## src/rtl/mem_arbiter.sv

```systemverilog
// Arbiter sharing one single-port memory between CPU fetch and load/store ports.
// Optional wait timeout enabled by defining MEM_ARB_TIMEOUT_EN.
module mem_arbiter #(
  parameter int XLEN    = 32,
  parameter int TIMEOUT = 255
) (
  input  logic            i_clk,
  input  logic            i_rst,
  input  logic            i_if_req,
  input  logic [XLEN-1:0] i_pc,
  output logic [XLEN-1:0] o_inst,
  output logic            o_if_valid,
  input  logic            i_d_req,
  input  logic            i_d_write,
  input  logic [XLEN-1:0] i_d_addr,
  input  logic [XLEN-1:0] i_d_wdata,
  input  logic [1:0]      i_d_size,
  output logic [XLEN-1:0] o_d_rdata,
  output logic            o_d_valid,
  output logic            o_stall,
  output logic            o_m_req,
  output logic            o_m_write,
  output logic [XLEN-1:0] o_m_addr,
  output logic [XLEN-1:0] o_m_wdata,
  output logic [1:0]      o_m_size,
  input  logic            i_m_ack,
  input  logic [XLEN-1:0] i_m_rdata,
  output logic            o_err
);

  localparam logic [1:0] S_IDLE    = 2'd0;
  localparam logic [1:0] S_IF_WAIT = 2'd1;
  localparam logic [1:0] S_D_WAIT  = 2'd2;
  localparam logic [1:0] S_D_SKIP  = 2'd3;

  localparam logic GRANT_FETCH = 1'b0;
  localparam logic GRANT_DATA  = 1'b1;

  logic [1:0] state;
  logic       last_grant;
  logic       grant_if;
  logic       grant_d;
  logic       d_skip;
  logic       waiting;
  logic       timeout;
  logic       finish;

  // Round-robin on contention: whichever port did not win last time goes first.
  always_comb begin
    grant_if = 1'b0;
    grant_d  = 1'b0;
    if (state == S_IDLE) begin
      grant_if = i_if_req & (~i_d_req | (last_grant == GRANT_DATA));
      grant_d  = i_d_req  & (~i_if_req | (last_grant == GRANT_FETCH));
    end
  end

  assign d_skip  = i_d_write & (i_d_size == 2'b00);
  assign waiting = (state == S_IF_WAIT) | (state == S_D_WAIT);
  assign finish  = waiting & (i_m_ack | timeout);

`ifdef MEM_ARB_TIMEOUT_EN
  localparam int CNT_W = $clog2(TIMEOUT + 1);

  logic [CNT_W-1:0] wait_cnt;

  // Fires on the TIMEOUT-th consecutive un-acked wait cycle; an ack in that cycle wins.
  assign timeout = waiting & ~i_m_ack & (wait_cnt == CNT_W'(TIMEOUT - 1));

  always_ff @(posedge i_clk) begin
    if (i_rst) begin
      wait_cnt <= '0;
    end else if (!waiting) begin
      wait_cnt <= '0;
    end else if (!i_m_ack) begin
      wait_cnt <= wait_cnt + 1'b1;
    end
  end
`else
  assign timeout = 1'b0;
`endif

  assign o_err      = timeout;
  assign o_if_valid = (state == S_IF_WAIT) & (i_m_ack | timeout);
  assign o_d_valid  = ((state == S_D_WAIT) & (i_m_ack | timeout)) | (state == S_D_SKIP);
  assign o_inst     = timeout ? '0 : i_m_rdata;
  assign o_d_rdata  = ((state == S_D_SKIP) | timeout) ? '0 : i_m_rdata;
  assign o_stall    = (i_if_req & ~o_if_valid) | (i_d_req & ~o_d_valid);

  always_ff @(posedge i_clk) begin
    if (i_rst) begin
      state      <= S_IDLE;
      last_grant <= GRANT_FETCH;
      o_m_req    <= 1'b0;
      o_m_write  <= 1'b0;
      o_m_addr   <= '0;
      o_m_wdata  <= '0;
      o_m_size   <= 2'b00;
    end else begin
      case (state)
        S_IDLE: begin
          if (grant_if) begin
            last_grant <= GRANT_FETCH;
            o_m_req    <= 1'b1;
            o_m_write  <= 1'b0;
            o_m_addr   <= i_pc;
            o_m_size   <= 2'b11;
            state      <= S_IF_WAIT;
          end else if (grant_d) begin
            last_grant <= GRANT_DATA;
            if (d_skip) begin
              state <= S_D_SKIP;
            end else begin
              o_m_req   <= 1'b1;
              o_m_write <= i_d_write;
              o_m_addr  <= i_d_addr;
              o_m_wdata <= i_d_wdata;
              o_m_size  <= (i_d_size == 2'b00) ? 2'b11 : i_d_size;
              state     <= S_D_WAIT;
            end
          end
        end
        S_IF_WAIT, S_D_WAIT: begin
          if (finish) begin
            o_m_req <= 1'b0;
            state   <= S_IDLE;
          end
        end
        S_D_SKIP: state <= S_IDLE;
        default:  state <= S_IDLE;
      endcase
    end
  end

endmodule

```

## config.mk

```make
export PLATFORM = sky130hd
export DESIGN_NAME = mem_arbiter
export DESIGN_NICKNAME = d
export VERILOG_FILES = /design/src/rtl/mem_arbiter.sv
export SDC_FILE = /design/constraint.sdc
export NUM_CORES = 1
export LEC_CHECK = 0
export CORE_MARGIN = 2
export CORE_UTILIZATION = 30
export DETAILED_ROUTE_END_ITERATION = 7
export PLACE_DENSITY = 0.82
export SLEW_MARGIN = 20
export SYNTH_ARGS = -nofsm -noshare
export SYNTH_HDL_FRONTEND = slang
export SYNTH_SLANG_ARGS = --single-unit
```

## constraint.sdc

```tcl
create_clock -name i_clk -period 2.9 [get_ports i_clk]
set_input_delay 0.725 -clock i_clk [delete_from_list [all_inputs] [get_ports i_clk]]
set_output_delay 0.725 -clock i_clk [all_outputs]
set_load 0.1 [all_outputs]
```

==> results of run 1 <==
==> routing by layer <==
layer | share of wire (%) | vias to the layer above | GRT usage, %
li1 | - | 1963 | -
met1 | 37 | 1963 | 21.32
met2 | 55 | 201 | 39.41
met3 | 6.5 | 20 | 3.901
met4 | 1.8 | 0 | 6.988
met5 | 0 | - | 0
==> cell type report <==
type                            instances  area share, %
Clock buffer                           10          3.367
Multi-Input combinational cell        304          26.04
Tap cell                              168          2.961
Clock inverter                          6         0.9519
Timing Repair Buffer                  280          46.29
Inverter                                7         0.3702
Sequential cell                        71          20.02
==> power by group through the flow <==
stage | clock network [W] | registers [W] | logic (W)
after floorplan | 0 | 0.00263 | 0.00135
after global routing | 0.00118 | 0.00132 | 0.00374
after global placement | 0 | 0.00130 | 0.00356
final | 0.00112 | 0.00130 | 0.00361
after detailed placement | 0 | 0.00131 | 0.00361
after CTS | 0.00114 | 0.00130 | 0.00362
==> sequential cells by signal, indices dropped and copies added (netlist names) <==
| signal | flops |
|---|---|
| o_m_addr | 32 |
| o_m_wdata | 32 |
| o_m_size | 2 |
| state | 2 |
| last_grant | 1 |
| o_m_req | 1 |
| o_m_write | 1 |
==> worst max path at each step <==
stage / end / slack (ns) / from
CTS: o_stall / 0.32 / i_m_ack
global placement: o_m_wdata[30] / 0.24 / i_d_req
floorplan: o_d_rdata[10] / 0.05 / state[0]
finish: o_stall / 0.32 / i_if_req
global route: o_stall / 0.28 / i_if_req
detailed placement: o_m_wdata[18] / 0.15 / i_d_size[0]
==> placed cells by master, fill, tap and decap left out, drive strengths merged <==
cell,synthesis,layout
nand2b,2,2
o22ai,1,1
and2,5,5
mux2i,1,1
a211oi,2,2
a311oi,32,32
buf,41,146
nand2,101,101
dfxtp,71,71
nor2b,36,36
nand3,34,34
ha,5,5
inv,7,8
o2111ai,1,1
and3,1,1
a21oi,66,66
nor2,3,3
o32ai,1,1
conb,1,1
a31oi,1,1
a21o,2,2
clkbuf,32,10
o21ai,4,4
a22o,1,1
clkdlybuf4s50,0,134
bufinv,0,1
clkinv,0,2
a221oi,2,2
or3b,1,1
clkinvlp,0,2
a22oi,1,1
==> kinds of logic after synthesis <==
family | share of synthesized area (%)
compound gates | 24.38
fa+ha+maj | 1.686
buf+inv | 12.37
flops | 38.30
mux | 0.2697
other cells | 0.1010
simple gates | 22.89
==> critical path: stages <==
cell and delay, ns:
clkdlybuf4s50_1 0.57, inv_1 0.13, o22ai_4 0.22, buf_12 0.20
==> stage by stage <==
step,power (W),area [sq um],worst slack [ns],instances
floorplan,0.003982,3725,0.05346,455
global placement,0.004865,6790,0.2355,830
detailed placement,0.004929,6790,0.1505,830
CTS,0.006056,7097,0.3245,846
global route,0.006238,7098,0.2840,846
finish,0.006029,7098,0.3248,846
==> impl_metrics.ini, run 1 <==
[outcome]
status = finished, final reports clean

[clock_network]
clk_pin_slew_ns = 0.06
cts.hold.buffers_added = 0
clk_root_buffer_cell = clkbuf_16
post_cts_buffers = 0
ctsResizeCount = 0
insertion_delay_ns = 0.33
cts_tree = built
htree_levels = 3
clockBufferDepth = 2
cts_buffers = 9
cts_sinks = 71

[setup_path]
worst_r2r_endpoint = o_m_addr[2]
arrival_ns = 1.85
worstSetupStartpointType = input port
cp_max_fo = 5
r2r_cells = 6
crit_required_ns = 2.17
reg2reg_from = state[0]
path_class = in2out
r2r_setup_slack_ns = 0.81
cp-end-kind = primary output

[global_routing]
track_usage_pct = 20.16
grt_max_degree = 36
grt_pass1_wl_um = 20960
antenna_found_initial = 0
grt_pass1_vias = 4115
overflow = 0

[hold_path]
holdCritStartpoint = o_m_wdata[15]
holdPathEnd = o_m_wdata[15]
hold_path.class = reg2reg
min_path_cells = 2

[synth]
synth_cell_type_count = 32
netlist_area_sq_um = 3711
synth-seq-cells = 71
ys_warn_count = 0
synth-main-ff-cell = dfxtp_1
synth_area_leaders = dfxtp_1 38%, a311oi_2 11%, nand2_1 10%
synth_top_area_share_pct = 38.30
syn_inst = 455
synth_nets = 596
syn-mean-instance-area_sq_um = 8.156
synth_seq_area_share_pct = 38.30
synth-edff-count = 0
yosysTopAreaCell = dfxtp_1
synthArstFlopShare_pct = 0
synth_common_cells = 101 x nand2_1, 71 x dfxtp_1, 66 x a21oi_1
synth_most_common_cell = nand2_1

[placement]
globalplace.congestion = 0.7389
dp_hpwl_um = 10780
io_buffers = 270

[detailed_routing]
drt_iter0_markers = 171
vias = 4147
viasPerCell = 4.902
ant_nets = 0
routedWlPerCell_um = 16.54
route.detailed.drc = 0
routed_wl_um = 14000
first_pass_iters = 5

[layout]
drive_gt1_share_pct = 28.91
nets = 814
area_delta_synth_final_pct = 91.27
fin_util_pct = 58.85
antennaDiodeCount = 0
ff_latch_area_sq_um = 1421
final.fill_count = 994
multi_input_comb_area_sq_um = 1848

[power]
power.leakage_nw = 2.919
p_sw_w = 0.003186
powerDensity_nw_per_um2 = 849.4
peakVddDrop_v = 0.0004268
intPower_w = 0.002843
share_clk_of_total_power_pct = 18.6
pwr-share-comb_pct = 59.8
power_frac_seq_pct = 21.6
swShare_pct = 52.85

[floorplanning]
boundaryPins = 272
start_util_pct = 30.77
dieArea_sq_um = 13280
dieWidth_um = 115.2
die_h_um = 115.2
core_sq_um = 12060
rows = 40

[sta]
finalCritPeriodShare_pct = 88.80
rsz0062_at_grt = no
holdWs_ns = 0.4576
relSlewSlack_pct = 62.33
final_hold_viol_count = 0
worst_clock_skew_ns = 0.01026
timing.final.crit_period_ns = 2.575
fmaxAchievable_mhz = 388.3
tightest_slew_ns = 0.5651
tns_ns = 0
slew_violations = 0
setup_viol = 0

[run]
max_cap_viol_count = 0
Note: power is estimated with default switching activity, not from simulation.
==> run 2: changes to the inputs <==
- PLACE_DENSITY: 0.82 -> 0.72
- SLEW_MARGIN: 20 -> 30
==> run 2 against run 1 <==
  * Die area unchanged
  * Clock-buffer cell count is 2 higher
  * Largest power group unchanged
  * Largest cell class unchanged
  * Routed wire length fell by 4.3%
  * Combinational power about the same
  * Final area increased by 0.76%
==> impl_metrics.ini, run 2 (synthesized netlist as in run 1, its figures left out) <==
[power]
powerDensity_nw_per_um2 = 853.7
peakVddDrop_v = 0.0005943
power.leakage_nw = 2.953

[detailed_routing]
ant_nets = 0
route.detailed.drc = 0
drt_iter0_markers = 260
routedWlPerCell_um = 15.75
vias = 4103
routed_wl_um = 13400
first_pass_iters = 5
viasPerCell = 4.821

[sta]
finalCritPeriodShare_pct = 88.19
holdWs_ns = 0.4549
slew_violations = 0
final_hold_viol_count = 0
worst_clock_skew_ns = 0.006378
rsz0062_at_grt = no
fin_ws_ns = 0.3424
tightest_slew_ns = 0.5379
tns_ns = 0
fmaxAchievable_mhz = 391.0
timing.final.crit_period_ns = 2.558
relSlewSlack_pct = 64.14
setup_viol = 0

[clock_network]
cts.hold.buffers_added = 0
clk_pin_slew_ns = 0.06
post_cts_buffers = 0
cts_sinks = 71
clk_root_buffer_cell = clkbuf_16
ctsResizeCount = 0
insertion_delay_ns = 0.33
clockBufferDepth = 2
htree_levels = 3
cts_tree = built
cts_buffers = 9

[global_routing]
grt_pass1_wl_um = 20340
overflow = 0
track_usage_pct = 19.29
grt_pass1_vias = 3979
antenna_found_initial = 0
grt_max_degree = 38

[layout]
final_cells = 851
design_area_sq_um = 7152
area_delta_synth_final_pct = 92.72
drive_gt1_share_pct = 28.99
mostFrequentLayoutCells = 134 x clkdlybuf4s50_1, 101 x nand2_1, 82 x buf_4
layout.cells.most_common = clkdlybuf4s50_1
antennaDiodeCount = 0
nets = 819
top_regs = o_m_addr: 32 flops, o_m_wdata: 32 flops

[floorplanning]
core_sq_um = 12060
dieWidth_um = 115.2
rows = 40
die_h_um = 115.2
start_util_pct = 30.77
boundaryPins = 272
dieArea_sq_um = 13280

[hold_path]
hold_path.class = reg2reg
holdCritStartpoint = o_m_wdata[6]

[setup_path]
crit_required_ns = 2.17
path_class = in2out
cp-startpoint = i_m_ack
cp-end-kind = primary output
cp_max_fo = 3
reg2reg_from = state[0]
arrival_ns = 1.83
worstSetupStartpointType = input port

[placement]
dp_cells = 835
dp_hpwl_um = 10420
io_buffers = 270
placed_cell_area_sq_um = 6828
globalplace.congestion = 0.7801
place_ws_ns = 0.3156

[outcome]
status = finished, final reports clean

[run]
max_cap_viol_count = 0
run 2: cell count changes in the layout (fill, tap and decap cells not counted), sizes merged:
cell | before | now
clkinvlp | 2 | 0
bufinv | 1 | 2
clkinv | 2 | 1
buf | 146 | 151
clkbuf | 10 | 12
run 2: final timing paths:
path	to	slack, ns	cells past startpoint
setup / recovery	o_stall	0.34	4
hold / removal	o_m_wdata[6]	0.45	2
setup reg to reg	o_m_addr[30]	0.86	8
hold reg to reg	o_m_wdata[6]	0.45	2
run 2: routing by layer:
layer	vias to the layer above	wire (um)	global-route usage (%)
met1	1902	5143	21.24
met3	20	904	3.532
met4	0	259	7.229
li1	1978	-	-
met2	203	7092	36.55
met5	-	0	0
run 2: critical path, stage by stage:
cell,delay (ns)
clkdlybuf4s50_1,0.46
and2_1,0.25
o22ai_4,0.19
buf_12,0.19
run 2: cell type report:
type                            count  area [sq um]
Clock buffer                       12         246.5
Clock inverter                      4         77.57
Fill cell                        1018          4910
Inverter                            7         26.28
Multi-Input combinational cell    304          1847
Sequential cell                    71          1421
Tap cell                          168         210.2
Timing Repair Buffer              285          3323
run 2: per-stage QoR:
step	util (%)	total power [W]
after detailed placement	56.61	0.004930
after global routing	59.29	0.006327
after global placement	56.61	0.004879
after floorplan	-	0.003982
after CTS	59.29	0.006135
final	59.29	0.006105
run 2: power by group:
part,internal (W),switching [W]
Clock,0.000781,0.000416
Combinational,0.000986,0.00263
Sequential,0.00118,0.000120
==> run 3: changes to the inputs <==
- DONT_BUFFER_PORTS: not set -> 1
- PLACE_DENSITY: 0.72 -> 0.5
==> run 3 against run 2 <==
  * Final area is 35% lower
  * Sequential power grew 11%
  * Clock skew hardly changed
  * Fmax rose by 6.7%
  * Critical path depth did not move
  * Global-route usage is 3.3 points lower
  * Largest cell class is now multi-input combinational cells
==> impl_metrics.ini, run 3 (synthesized netlist as in run 1, its figures left out) <==
[sta]
timing.final.crit_period_ns = 2.398
rsz0062_at_grt = no
finalCritPeriodShare_pct = 82.68
holdWs_ns = 0.4529
worst_clock_skew_ns = 0.006526
fmaxAchievable_mhz = 417.1
setup_viol = 0
tns_ns = 0
fin_ws_ns = 0.5023
slew_violations = 0
tightest_slew_ns = 0.9774
final_hold_viol_count = 0
relSlewSlack_pct = 34.75

[clock_network]
post_cts_buffers = 0
cts_buffers = 9
insertion_delay_ns = 0.33
cts.hold.buffers_added = 0
clockBufferDepth = 2
cts_sinks = 71
clk_root_buffer_cell = clkbuf_16
htree_levels = 3
clk_pin_slew_ns = 0.06
ctsResizeCount = 0
cts_tree = built

[layout]
nets = 635
final.fill_count = 1218
final_cells = 667
multi_input_comb_area_sq_um = 1931
top_regs = o_m_addr: 32 flops, o_m_wdata: 32 flops
drive_gt1_share_pct = 36.87
layout.cells.most_common = nand2_1
ff_latch_area_sq_um = 1421
antennaDiodeCount = 0
area_delta_synth_final_pct = 25.12
mostFrequentLayoutCells = 101 x nand2_1, 100 x buf_4, 71 x dfxtp_1

[setup_path]
cp-startpoint = state[0]
crit_path_end = o_d_rdata[16]
worst_r2r_endpoint = o_m_addr[15]
reg2reg_from = state[0]
path_class = reg2out
r2r_setup_slack_ns = 0.53
arrival_ns = 1.67
crit_required_ns = 2.17
worstSetupStartpointType = flop
cp_max_fo = 32
r2r_cells = 6
cp-end-kind = primary output

[detailed_routing]
routed_wl_um = 11130
wl_met3_um = 1057
ant_nets = 0
drt-met1-wl_um = 4047
wl_met2_um = 5870
vias = 3401
first_pass_iters = 4
top_layer_used = met4
routedWlPerCell_um = 16.69
route.detailed.drc = 0
drt_iter0_markers = 151
viasPerCell = 5.099

[floorplanning]
die_h_um = 115.2
core_sq_um = 12060
dieArea_sq_um = 13280
start_util_pct = 30.77
boundaryPins = 272
dieWidth_um = 115.2
rows = 40

[run]
max_cap_viol_count = 0

[power]
peakVddDrop_v = 0.0005991
powerDensity_nw_per_um2 = 1137
power.leakage_nw = 1.889
power_w = 0.005279

[global_routing]
grt_pass1_vias = 3263
overflow = 0
grt_pass1_wl_um = 16220
antenna_found_initial = 0
track_usage_pct = 15.94
grt_max_degree = 73

[placement]
place_ws_ns = 0.5007
dp_cells = 651
dp_hpwl_um = 8012
globalplace.congestion = 0.7597
io_buffers = 0

[hold_path]
hold_path.class = in2reg

[outcome]
status = finished, final reports clean
run 3: changes by cell type in the layout (fill, tap and decap cells not counted), sizes merged:
| cell | change |
|---|---|
| clkinvlp | +3 |
| clkdlybuf4s50 | -134 |
| clkinv | +1 |
| buf | -50 |
| clkbuf | -2 |
| bufinv | -2 |
run 3: routing by layer:
metal | vias to the layer above | global-route usage (%)
met5 | - | 0
met4 | 0 | 5.783
met3 | 13 | 6.431
met2 | 169 | 30.04
met1 | 1613 | 15.63
li1 | 1606 | -
run 3: cell type report:
cell class              instances  area share, %
clock buffers                  10          5.147
clock inverters                 6         0.9701
inverters                       7         0.5659
multi-input cells             304          41.58
flip-flops and latches         71          30.61
well taps                     168          4.527
repair buffers                101          16.60
run 3: worst min path at each step:
stage | to | from | depth (start not counted) | slack [ns]
2_1_floorplan | state[1] | state[1] | 2 | 0.46
3_3_place_gp | o_m_wdata[29] | o_m_wdata[29] | 2 | 0.44
3_5_place_dp | o_m_wdata[29] | o_m_wdata[29] | 2 | 0.45
4_1_cts | o_m_wdata[18] | i_rst | 1 | 0.44
5_1_grt | o_m_wdata[18] | i_rst | 1 | 0.43
6_report | o_m_wdata[18] | i_rst | 1 | 0.45
run 3: stage by stage:
step	instance area, sq um	utilization [%]
6_report	4643	38.50
5_1_grt	4643	38.50
4_1_cts	4643	38.50
3_5_place_dp	4359	36.14
3_3_place_gp	4358	36.13
2_1_floorplan	3725	-
run 3: power breakdown:
part	internal, W	leakage [nW]	switching [W]	total, W
logic	0.000611	1.17	0.00219	0.00280
clock network	0.000604	0.131	0.000435	0.00104
registers	0.00117	0.586	0.000262	0.00144
total	0.00239	1.89	0.00289	0.00528
run 3: critical path: stages (launching register included):
cell and delay [ns]:
dfxtp_1 0.39, ha_2 0.20, buf_4 0.41, nor2b_2 0.08, buf_4 0.24
